File: src/rtl/mem_arb_pkg.sv
// Shared types and encodings for the two-master memory bus arbiter.
package mem_arb_pkg;

    typedef enum logic [1:0] {
        ST_IDLE,
        ST_SETUP,
        ST_STROBE,
        ST_HOLD
    } arb_state_t;

    localparam logic PORT_CPU = 1'b0;
    localparam logic PORT_DMA = 1'b1;

    localparam logic STROBE_ASSERT  = 1'b0;
    localparam logic STROBE_RELEASE = 1'b1;

    localparam logic ACK_PULSE = 1'b1;
    localparam logic ACK_IDLE  = 1'b0;

    function automatic logic other_port(input logic port);
        return ~port;
    endfunction

endpackage

File: src/rtl/mem_arb_rr2.sv
// Two-way round-robin picker: masked requests, ties go to the port that
// was not granted last.
module mem_arb_rr2
    import mem_arb_pkg::*;
(
    input  logic [1:0] req,
    input  logic [1:0] mask,
    input  logic       last_grant,
    output logic       valid,
    output logic       winner
);

    logic [1:0] eligible;

    always_comb begin
        eligible = req & ~mask;
        valid    = |eligible;
        winner   = PORT_CPU;
        if (&eligible) begin
            winner = other_port(last_grant);
        end else if (eligible[PORT_DMA]) begin
            winner = PORT_DMA;
        end
    end

endmodule

File: src/rtl/mem_bus_arbiter.sv
// Shares one strobe-driven memory bus between the CPU (port 0) and DMA
// (port 1), sequencing setup, strobe and hold for each access.
module mem_bus_arbiter
    import mem_arb_pkg::*;
#(
    parameter int AW            = 16,
    parameter int DW            = 8,
    parameter int STROBE_CYCLES = 1
) (
    input  logic          cpu_clk,
    input  logic          cpu_reset,
    input  logic          p0_req,
    input  logic          p0_we,
    input  logic [AW-1:0] p0_addr,
    input  logic [DW-1:0] p0_wdata,
    output logic          p0_ack,
    output logic [DW-1:0] p0_rdata,
    input  logic          p1_req,
    input  logic          p1_we,
    input  logic [AW-1:0] p1_addr,
    input  logic [DW-1:0] p1_wdata,
    output logic          p1_ack,
    output logic [DW-1:0] p1_rdata,
    output logic [AW-1:0] mem_addr,
    output logic [DW-1:0] mem_data_o,
    input  logic [DW-1:0] mem_data_i,
    output logic          mem_oe_n,
    output logic          mem_we_n
);

    localparam int CW = (STROBE_CYCLES > 1) ? $clog2(STROBE_CYCLES) : 1;
    localparam logic [CW-1:0] LAST_STROBE = CW'(STROBE_CYCLES - 1);

    arb_state_t    state_q, state_d;
    logic [CW-1:0] strobe_cnt;
    logic          last_grant;
    logic          grant;
    logic          we_q;
    logic          load;
    logic          read_done;
    logic [1:0]    arb_mask;
    logic          arb_valid;
    logic          arb_winner;
    logic          cur_req;
    logic          cur_we;
    logic [AW-1:0] cur_addr;

    // During HOLD the port being acknowledged is excluded from arbitration.
    always_comb begin
        arb_mask = 2'b00;
        if (state_q == ST_HOLD) begin
            arb_mask[grant] = 1'b1;
        end
    end

    mem_arb_rr2 u_rr2 (
        .req        ({p1_req, p0_req}),
        .mask       (arb_mask),
        .last_grant (last_grant),
        .valid      (arb_valid),
        .winner     (arb_winner)
    );

    always_comb begin
        state_d = state_q;
        load    = 1'b0;
        case (state_q)
            ST_IDLE: begin
                if (arb_valid) begin
                    state_d = ST_SETUP;
                    load    = 1'b1;
                end
            end
            ST_SETUP:  state_d = ST_STROBE;
            ST_STROBE: begin
                if (strobe_cnt == LAST_STROBE) begin
                    state_d = ST_HOLD;
                end
            end
            ST_HOLD: begin
                if (arb_valid) begin
                    state_d = ST_SETUP;
                    load    = 1'b1;
                end else begin
                    state_d = ST_IDLE;
                end
            end
            default: state_d = ST_IDLE;
        endcase
    end

    assign read_done = (state_q == ST_STROBE) && (state_d == ST_HOLD) && !we_q;

    always_ff @(posedge cpu_clk) begin
        if (cpu_reset) begin
            state_q    <= ST_IDLE;
            strobe_cnt <= '0;
        end else begin
            state_q    <= state_d;
            strobe_cnt <= (state_q == ST_STROBE) ? strobe_cnt + CW'(1) : '0;
        end
    end

    // Strobes and acks are registered from the next state so they line up
    // exactly with the STROBE and HOLD cycles.
    always_ff @(posedge cpu_clk) begin
        if (cpu_reset) begin
            last_grant <= PORT_DMA;
            grant      <= PORT_CPU;
            we_q       <= 1'b0;
            mem_addr   <= '0;
            mem_data_o <= '0;
            mem_oe_n   <= STROBE_RELEASE;
            mem_we_n   <= STROBE_RELEASE;
            p0_ack     <= ACK_IDLE;
            p1_ack     <= ACK_IDLE;
            p0_rdata   <= '0;
            p1_rdata   <= '0;
        end else begin
            mem_oe_n <= (state_d == ST_STROBE && !we_q) ? STROBE_ASSERT : STROBE_RELEASE;
            mem_we_n <= (state_d == ST_STROBE &&  we_q) ? STROBE_ASSERT : STROBE_RELEASE;
            p0_ack   <= (state_d == ST_HOLD && grant == PORT_CPU) ? ACK_PULSE : ACK_IDLE;
            p1_ack   <= (state_d == ST_HOLD && grant == PORT_DMA) ? ACK_PULSE : ACK_IDLE;

            if (load) begin
                grant      <= arb_winner;
                last_grant <= arb_winner;
                if (arb_winner == PORT_DMA) begin
                    mem_addr   <= p1_addr;
                    mem_data_o <= p1_wdata;
                    we_q       <= p1_we;
                end else begin
                    mem_addr   <= p0_addr;
                    mem_data_o <= p0_wdata;
                    we_q       <= p0_we;
                end
            end

            if (read_done) begin
                if (grant == PORT_DMA) begin
                    p1_rdata <= mem_data_i;
                end else begin
                    p0_rdata <= mem_data_i;
                end
            end
        end
    end

    assign cur_req  = (grant == PORT_DMA) ? p1_req  : p0_req;
    assign cur_we   = (grant == PORT_DMA) ? p1_we   : p0_we;
    assign cur_addr = (grant == PORT_DMA) ? p1_addr : p0_addr;

    // A granted master must keep its transaction steady until acknowledged;
    // the latched copy is what actually goes to memory.
    assert property (@(posedge cpu_clk) disable iff (cpu_reset)
        ((state_q == ST_SETUP || state_q == ST_STROBE) && cur_req)
            |-> (cur_addr == mem_addr && cur_we == we_q));

endmodule
File: config.mk
export PLATFORM = sky130hd
export DESIGN_NAME = mem_bus_arbiter
export DESIGN_NICKNAME = d
export VERILOG_FILES = /design/src/rtl/mem_arb_pkg.sv /design/src/rtl/mem_arb_rr2.sv /design/src/rtl/mem_bus_arbiter.sv
export SDC_FILE = /design/constraint.sdc
export NUM_CORES = 1
export LEC_CHECK = 0
export BUFFER_PORTS_ARGS = -buffer_cell sky130_fd_sc_hd__buf_2
export CAP_MARGIN = 20
export CELL_PAD_IN_SITES_DETAIL_PLACEMENT = 1
export CELL_PAD_IN_SITES_GLOBAL_PLACEMENT = 2
export CORE_MARGIN = 2
export CORE_UTILIZATION = 29
export CTS_BUF_LIST = sky130_fd_sc_hd__clkbuf_8
export DETAILED_ROUTE_END_ITERATION = 16
export PLACE_DENSITY_LB_ADDON = 0.05
export SLEW_MARGIN = 15
export SYNTH_ARGS = -nofsm -noshare
export SYNTH_HDL_FRONTEND = slang
export SYNTH_HIERARCHICAL = 1
export SYNTH_SLANG_ARGS = --single-unit
File: constraint.sdc
create_clock -name cpu_clk -period 3.1 [get_ports cpu_clk]
set_input_delay 0.93 -clock cpu_clk [delete_from_list [all_inputs] [get_ports cpu_clk]]
set_output_delay 0.93 -clock cpu_clk [all_outputs]
set_load 0.1 [all_outputs]
Yosys cells after proc, flatten, opt, wreduce, memory -nomap -nowiden
Cells that the tools add are included.

word-level totals
  register bits = 50
  input bits = 62
  output and inout port bits = 44
  word-level logic and storage cells = 59

operators by class
  add/subtract/negate cells = 1
  $lt $le $gt $ge = 2
  equality and inequality tests = 5
  muxes and demuxes = 18
  bitwise gates (word level) = 5
  reductions and logical operators = 15

operator list
  operator                                                                      number
  16-bit two-way mux                                                            1
  1-bit two-way mux                                                             11
  2-bit == test, second input constant                                          4
  8-bit two-way mux                                                             1
  2-bit case mux with 4 select lines                                            1
  1-bit logical AND                                                             7
  2-bit two-way mux                                                             3
  2-bit AND reduction                                                           3
  2-bit OR reduction                                                            3
  1-bit inverter                                                                3
  2-bit bitwise AND                                                             1
  2-bit by 1-bit == test with 1-bit output, second input constant               1
  2-bit zero test                                                               1
  1-bit by 2-bit less-than comparator with 1-bit output, second input constant  1
  2-bit inverter                                                                1
  1-bit adder, second input constant                                            1
  1-bit demux with 1-bit select                                                 1
  1-bit greater-or-equal comparator, second input constant                      1
  1-bit zero test                                                               1

Longest topological paths before layout
Gate-level depths: netlist of run 1.

  word-level depth = 14
  mapped depth = 9
  depth with buffers taken out = 8

By module
The synthesis of run 1 kept the hierarchy.

by module, submodules not included
  module           times used  cells each  area an instance (sq um)  sequential area each (sq um)
  mem_bus_arbiter  1           210         2115.8                    1001.0
  mem_arb_rr2      1           5           38.8                      0.0

Worst setup path before layout of run 1
OpenSTA, ideal clock, no wires.

  kind = input port to flip-flop
  from = input port p0_req
  to = register p0_rdata[0]
  setup time = 0.122 ns
  arrival time = 2.102 ns
  required time = 2.978 ns
  slack = 0.876 ns
  stages = 7
  path buffers = 1
  cells stage by stage = inv_1 o21ai_1 o21ai_0 o21a_4 or4_4 buf_6 mux2i_1

on the way
  cells in the longest elaborated chain, start to end = 8
  elaborated cells between the ends (all ways) = 9
  those cells by class = eq/ne: 1; mux: 3; bitwise: 1; reduce/logical: 4

RTL lines
  what                                                           line                                          source
  start, declared                                                mem_bus_arbiter.sv:12                         input logic p0_req,
  2-bit bitwise AND (*)                                          mem_arb_rr2.sv:16                             eligible = req & ~mask;
  2-bit OR reduction (*)                                         mem_arb_rr2.sv:17                             valid = |eligible;
  named net arb_valid                                            mem_bus_arbiter.sv:42                         logic arb_valid;
  1-bit two-way mux / 2-bit two-way mux (equally long branches)  mem_bus_arbiter.sv:81, mem_bus_arbiter.sv:69
  2-bit case mux with 4 select lines (*)                         mem_bus_arbiter.sv:67                         case (state_q)
  2-bit == test (*)                                              mem_bus_arbiter.sv:92                         assign read_done = (state_q == ST_STROBE) && (state_d == ST_HOLD) && !we_q;
  1-bit logical AND (*) (2 in a row)                             mem_bus_arbiter.sv:92
  2-bit AND reduction (no line) (*)                              -
  end signal, assigned                                           mem_bus_arbiter.sv:143                        p0_rdata <= mem_data_i;
  end, declared                                                  mem_bus_arbiter.sv:17                         output logic [DW-1:0] p0_rdata,

Mark *: on every way through the listed nets, which the timed path passes. The rest lies on a longest branch.
A chain may end at the register's enable or synchronous reset.

Worst setup path in the final report of run 1
  from = register state_q[0]
  to = register p0_rdata[2]

on the way
  cells in the longest elaborated chain, start to end = 11
  elaborated cells between the ends (all ways) = 16
  those cells by class = eq/ne: 4; mux: 5; bitwise: 2; reduce/logical: 5

RTL lines
  what                                                           line                                          source
  start, declared                                                mem_bus_arbiter.sv:34                         arb_state_t state_q, state_d;
  start signal, assigned                                         mem_bus_arbiter.sv:99                         state_q <= state_d;
  2-bit == test (*)                                              mem_bus_arbiter.sv:51                         if (state_q == ST_HOLD) begin
  2-bit two-way mux (*)                                          mem_bus_arbiter.sv:51
  named net arb_mask[1]                                          mem_bus_arbiter.sv:41                         logic [1:0] arb_mask;
  2-bit inverter (*)                                             mem_arb_rr2.sv:16
  2-bit bitwise AND (*)                                          mem_arb_rr2.sv:16
  2-bit OR reduction (*)                                         mem_arb_rr2.sv:17
  named net arb_valid                                            mem_bus_arbiter.sv:42
  1-bit two-way mux / 2-bit two-way mux (equally long branches)  mem_bus_arbiter.sv:81, mem_bus_arbiter.sv:69
  2-bit case mux with 4 select lines (*)                         mem_bus_arbiter.sv:67
  2-bit == test (*)                                              mem_bus_arbiter.sv:92
  1-bit logical AND (*) (2 in a row)                             mem_bus_arbiter.sv:92
  2-bit AND reduction (no line) (*)                              -

Marks and branches as above.

==> impl_metrics.yaml, run 1 <==
critical_path:
  required_ns: 3.30
  reg2reg_depth: 8
  cpPeakStageDelay_ns: 0.59
  cp.arrival_ns: 2.33
  critPathKind: "flop to flop"
  end_kind: "flop"
  crit_path_start_kind: "flop"
  cp_slowest_cell: "or4_4"
  endpoint: "p0_rdata[2]"
  regToRegStartpoint: "state_q[0]"
  path_cells: "ha_1 > and2_1 > nand2b_4 > o21ai_1 > o21ai_0 > o21a_4 > or4_4 > mux2i_1"
  critPathLaunch: "state_q[0]"
  cp_max_fo: 8
  r2r-end: "p0_rdata[2]"
  r2r_setup_slack_ns: 0.96
clock_network:
  cts_resized: 0
  clock-sinks: 50
  numCtsBuffers: 5
  cts_tree: "done"
  clock_latency_ns: 0.30
  hold_buffers: 0
  cts_htree_levels: 2
  clk_pin_slew_worst_paths_ns: 0.09
  cts_root_buf: "clkbuf_8"
  cts_setup_buffers: 0
  cts_buffer_depth: 2
final_layout:
  area_growth_pct: 33.28
  nNetsFinal: 379
  fin_cells: 414
  n_fill_cell: 894
  final_common_cell: "buf_2"
  insertedDiodeCount: 0
  drive_gt1_share_pct: 39.05
  most-common-layout-cells: "buf_2, dfxtp_1, mux2i_1"
yosys:
  muxShareOfSynthArea_pct: 19.05
  yosys_warnings: 6
  synth_top_area_share_pct: 46.46
  syn_avg_cell_area_um2: 10.02
  synth_xor_area_share_pct: 0
  synth_compound_area_share_pct: 11.38
  ys_types: 27
  post-synth-top-area-cell: "dfxtp_1"
  synthSimpleGateAreaFrac_pct: 17.13
  synth_area_leaders: "dfxtp_1, mux2i_1, a211oi_1, nand2b_1, nor2_1"
  synth_fa_ha_area_share_pct: 1.742
  ys_ff_latch: 50
  synth_top_family_by_area: "multiplexers"
  syn-cell-area_um2: 2155
  synthCells: 215
  synthesis.nets: 280
  ys_seq_area_share_pct: 46.46
routing:
  ant_nets: 0
  vias_per_cell: 4.432
  met2WireLength_um: 2512
  drt_iter0_drc: 28
  drt-total-wl_um: 5317
  wl_per_cell_um: 12.84
  vias: 1835
  highest_layer: "met4"
  route.detailed.drc: 0
  wl_met3_um: 347
  m1WireLength_um: 2387
  drt_first_pass_iters: 4
floorplanning:
  fp.coreArea_um2: 7214
  fp-row-count: 31
  die_w_um: 90.20
  initial_utilization_pct: 29.86
  chipHeight_um: 90.20
  io_pins: 106
  die-area_um2: 8135
sta:
  skew_ns: 0.01071
  finalSetupViolations: 0
  fin_crit_sh_pct: 68.88
  tightest_slew_ns: 0.6733
  fin_crit_ns: 2.135
  grt_setup_unrepaired: "false"
  drv_slew: 0
  hold_viol: 0
  relSlewSlack_pct: 55.11
  fin_ws_ns: 0.9647
  clock.fmax_mhz: 468.3
  tns_ns: 0
global_routing:
  antenna_found_initial: 0
  grt_max_degree: 52
  overflow: 0
  grt_pass1_wl_um: 8818
  grt_pass1_vias: 1803
  grt.total_usage_pct: 13.37
placement:
  dp_hpwl_um: 3971
  gp_congestion: 0.6877
  dp.cells: 406
  port_buffers: 105
  dp_worst_setup_slack_ns: 0.6229
pwr:
  power_per_cell_area_nw_per_um2: 1179
  leakagePower_nw: 1.372
  vdd_drop_max_v: 0.0005362
hold_path:
  holdPathStages: 1
  hold_class: "flop to flop"
run:
  drv_cap: 0
status:
  run_status: "complete, no violations"
-- synth_stat cells (all sizes together) --
cell type and number:
a211oi 25, nor4b 1, nor2b 3, nor3b 2, o21ai 2, and3b 1
nand2 4, a31oi 1, nand3b 1, or4 1, o21a 1, inv 4
o21ba 1, ha 3, nand3 1, mux2i 41, nand2b 26, clkbuf 11
buf 6, a21oi 2, dfxtp 50, and2 1, nor2 27
-- area by class of cell --
cell class              count  area, um2  area share (%)
clock inverters             2      8.758          0.3050
repair buffers            109      555.5           19.35
clock buffers               6      82.58           2.876
multi-input cells         144       1085           37.78
inverters                   4      15.01          0.5229
flip-flops and latches     50       1001           34.86
well taps                  99      123.9           4.314
-- routing by layer --
| layer | vias to the layer above | track usage (%) |
|---|---|---|
| met1 | 826 | 17.30 |
| met5 | - | 0 |
| met2 | 62 | 21.62 |
| li1 | 941 | - |
| met4 | 0 | 4.231 |
| met3 | 6 | 3.772 |
-- worst min path at each step --
stage	slack (ns)	to	start
2_1_floorplan	0.40	strobe_cnt	strobe_cnt
3_3_place_gp	0.42	strobe_cnt	strobe_cnt
3_5_place_dp	0.42	strobe_cnt	strobe_cnt
4_1_cts	0.43	strobe_cnt	strobe_cnt
5_1_grt	0.46	strobe_cnt	strobe_cnt
6_report	0.42	strobe_cnt	strobe_cnt
-- flip-flops by register name, summed over array words and instances (netlist names), 2 cells and up --
signal      flops
p1_rdata        8
state_q         2
mem_data_o      8
p0_rdata        8
mem_addr       16
-- critical path: cells and delay by family, from the launching register on --
kind / cells / cell delay, ns
AO/OA/AOI/OAI: 3 / 0.42
adder cells (fa/ha/maj): 1 / 0.22
multiplexers: 1 / 0.15
AND/OR/NAND/NOR: 3 / 0.89
flip-flops: 1 / 0.33
-- report_power, final --
part | internal [mW] | switching [mW]
Sequential | 0.836 | 0.101
Clock | 0.177 | 0.214
Combinational | 0.409 | 1.65
Total | 1.42 | 1.96
-- cells by family (layout without fill, tap and decap cells) --
family,after synthesis,after routing
compound gates,32,32
mux,41,41
buf+inv,21,121
simple gates,68,68
flops,50,50
fa+ha+maj,3,3
-- stage by stage --
step	power [mW]	area (um2)	hold WS, ns	utilization (%)
after floorplan	2.680	2155	0.3990	-
after global placement	3.014	2780	0.4184	38.54
after detailed placement	3.030	2780	0.4168	38.54
after CTS	3.431	2872	0.4294	39.80
after global routing	3.582	2872	0.4601	39.80
final	3.387	2872	0.4204	39.80
Power figures use the tool's default switching activity.
==> run 2, diff against run 1 <==
- CORE_UTILIZATION: 29 -> 27
- clock period: 3.1 -> 2 ns (I/O delays scaled with it)
==> impl_metrics.yaml, run 2 (synthesis gave the netlist of run 1 again) <==
status:
  run_status: "complete, no violations"
pwr:
  leakagePower_nw: 1.432
  seqPwrFrac_pct: 26.8
  p_comb_share_pct: 61.9
  vdd_drop_max_v: 0.0007670
  power.switching_mw: 3.108
  p_sw_share_pct: 57.01
  clkPwrFrac_pct: 11.3
  internal-power_mw: 2.344
  power_per_cell_area_nw_per_um2: 1812
final_layout:
  final_util_pct: 38.94
  nNetsFinal: 389
  regMostFlops: "mem_addr"
  insertedDiodeCount: 0
  most-common-layout-cells: "buf_2, dfxtp_1, mux2i_1"
  largest_register_ff_count: 16
  fin_cells: 427
  final_common_cell: "buf_2"
  drive_gt1_share_pct: 43.08
  area_growth_pct: 39.66
sta:
  relSlewSlack_pct: 66.46
  fin_crit_ns: 1.933
  fin_crit_sh_pct: 96.65
  skew_ns: 0.005238
  fin_ws_ns: 0.06706
  grt_setup_unrepaired: "true"
  tightest_slew_ns: 0.5065
  finalSetupViolations: 0
  hold_viol: 0
  drv_slew: 0
  clock.fmax_mhz: 517.3
routing:
  drt_first_pass_iters: 4
  drt_iter0_drc: 19
  ant_nets: 0
  vias_per_cell: 4.342
  wl_per_cell_um: 13.18
  route.detailed.drc: 0
  vias: 1854
  drt-total-wl_um: 5628
critical_path:
  cp_slowest_cell: "or4_4"
  end_kind: "flop"
  cpPeakStageDelay_ns: 0.58
  path_cells: "ha_4 > and2_4 > nand2b_4 > o21ai_2 > o21ai_1 > o21a_4 > or4_4 > mux2i_1"
  cp_max_fo: 8
  reg2reg_depth: 8
  cp.arrival_ns: 2.13
  crit_path_start_kind: "flop"
  critPathKind: "flop to flop"
  required_ns: 2.19
clock_network:
  cts_root_buf: "clkbuf_8"
  cts_buffer_depth: 2
  cts_tree: "done"
  clk_pin_slew_worst_paths_ns: 0.09
  numCtsBuffers: 5
  cts_htree_levels: 2
  clock_latency_ns: 0.31
  clock-sinks: 50
  hold_buffers: 0
placement:
  port_buffers: 105
  dp.cells: 418
  gp_congestion: 0.6834
  dp_hpwl_um: 4230
  dp_worst_setup_slack_ns: -0.05581
floorplanning:
  die_w_um: 93.33
  die-area_um2: 8710
  chipHeight_um: 93.33
  fp.coreArea_um2: 7727
  fp-row-count: 32
  io_pins: 106
  initial_utilization_pct: 27.88
global_routing:
  overflow: 0
  grt.total_usage_pct: 13.27
  antenna_found_initial: 0
  grt_max_degree: 51
  grt_pass1_vias: 1958
  grt_pass1_wl_um: 9190
run:
  drv_cap: 0
hold_path:
  holdPathStages: 1
  hold_class: "flop to flop"
[run 2: path summary, 6_finish.rpt]
path	start	endpoint	slack, ns
setup reg to reg	state_q[0]	p0_rdata[1]	0.07
hold / removal	strobe_cnt	strobe_cnt	0.45
hold reg to reg	strobe_cnt	strobe_cnt	0.45
setup / recovery	state_q[0]	p0_rdata[1]	0.07
[run 2: what timing repair did]
item | 4_1_cts | 5_1_grt
resized for setup | 5 | 5
pin swaps | 1 | 3
setup endpoints to repair | 12 | 8
setup buffers | 0 | 1
[run 2: metal layers]
layer	wire, um	up-vias	GRT usage, %
li1	-	962	-
met1	2300	826	14.36
met2	2819	60	24.10
met3	420	6	4.190
met4	88	0	4.779
met5	0	-	0
[run 2: power by group through the flow]
stage | sequential (mW) | clock [mW] | combinational (mW)
6_report | 1.46 | 0.615 | 3.37
5_1_grt | 1.50 | 0.680 | 3.56
4_1_cts | 1.46 | 0.652 | 3.38
3_5_place_dp | 1.48 | 0 | 3.36
3_3_place_gp | 1.47 | 0 | 3.34
2_1_floorplan | 3.28 | 0 | 0.872
[run 2: final cells by class]
cell class / instances / area (um2)
clock buffers: 6 / 82.58
clock inverters: 2 / 8.758
fillers: 926 / 4718
inverters: 4 / 15.01
multi-input cells: 144 / 1116
flip-flops and latches: 50 / 1003
well taps: 102 / 127.6
repair buffers: 119 / 655.6
[run 2: metrics by stage]
stage / instance area [um2] / setup TNS [ns] / hold WS (ns) / total power, mW
floorplan: 2155 / 0 / 0.3990 / 4.154
global placement: 2877 / -0.1157 / 0.4263 / 4.805
detailed placement: 2877 / -0.3924 / 0.4400 / 4.838
CTS: 2978 / 0 / 0.4513 / 5.489
global route: 3009 / -0.2086 / 0.4730 / 5.745
finish: 3009 / 0 / 0.4484 / 5.452
[run 2: critical path: cells and delay by family (launching register included)]
family          cells  cell delay (ns)
flops               1             0.35
compound gates      3             0.30
fa+ha+maj           1             0.16
mux                 1             0.16
simple gates        3             0.85
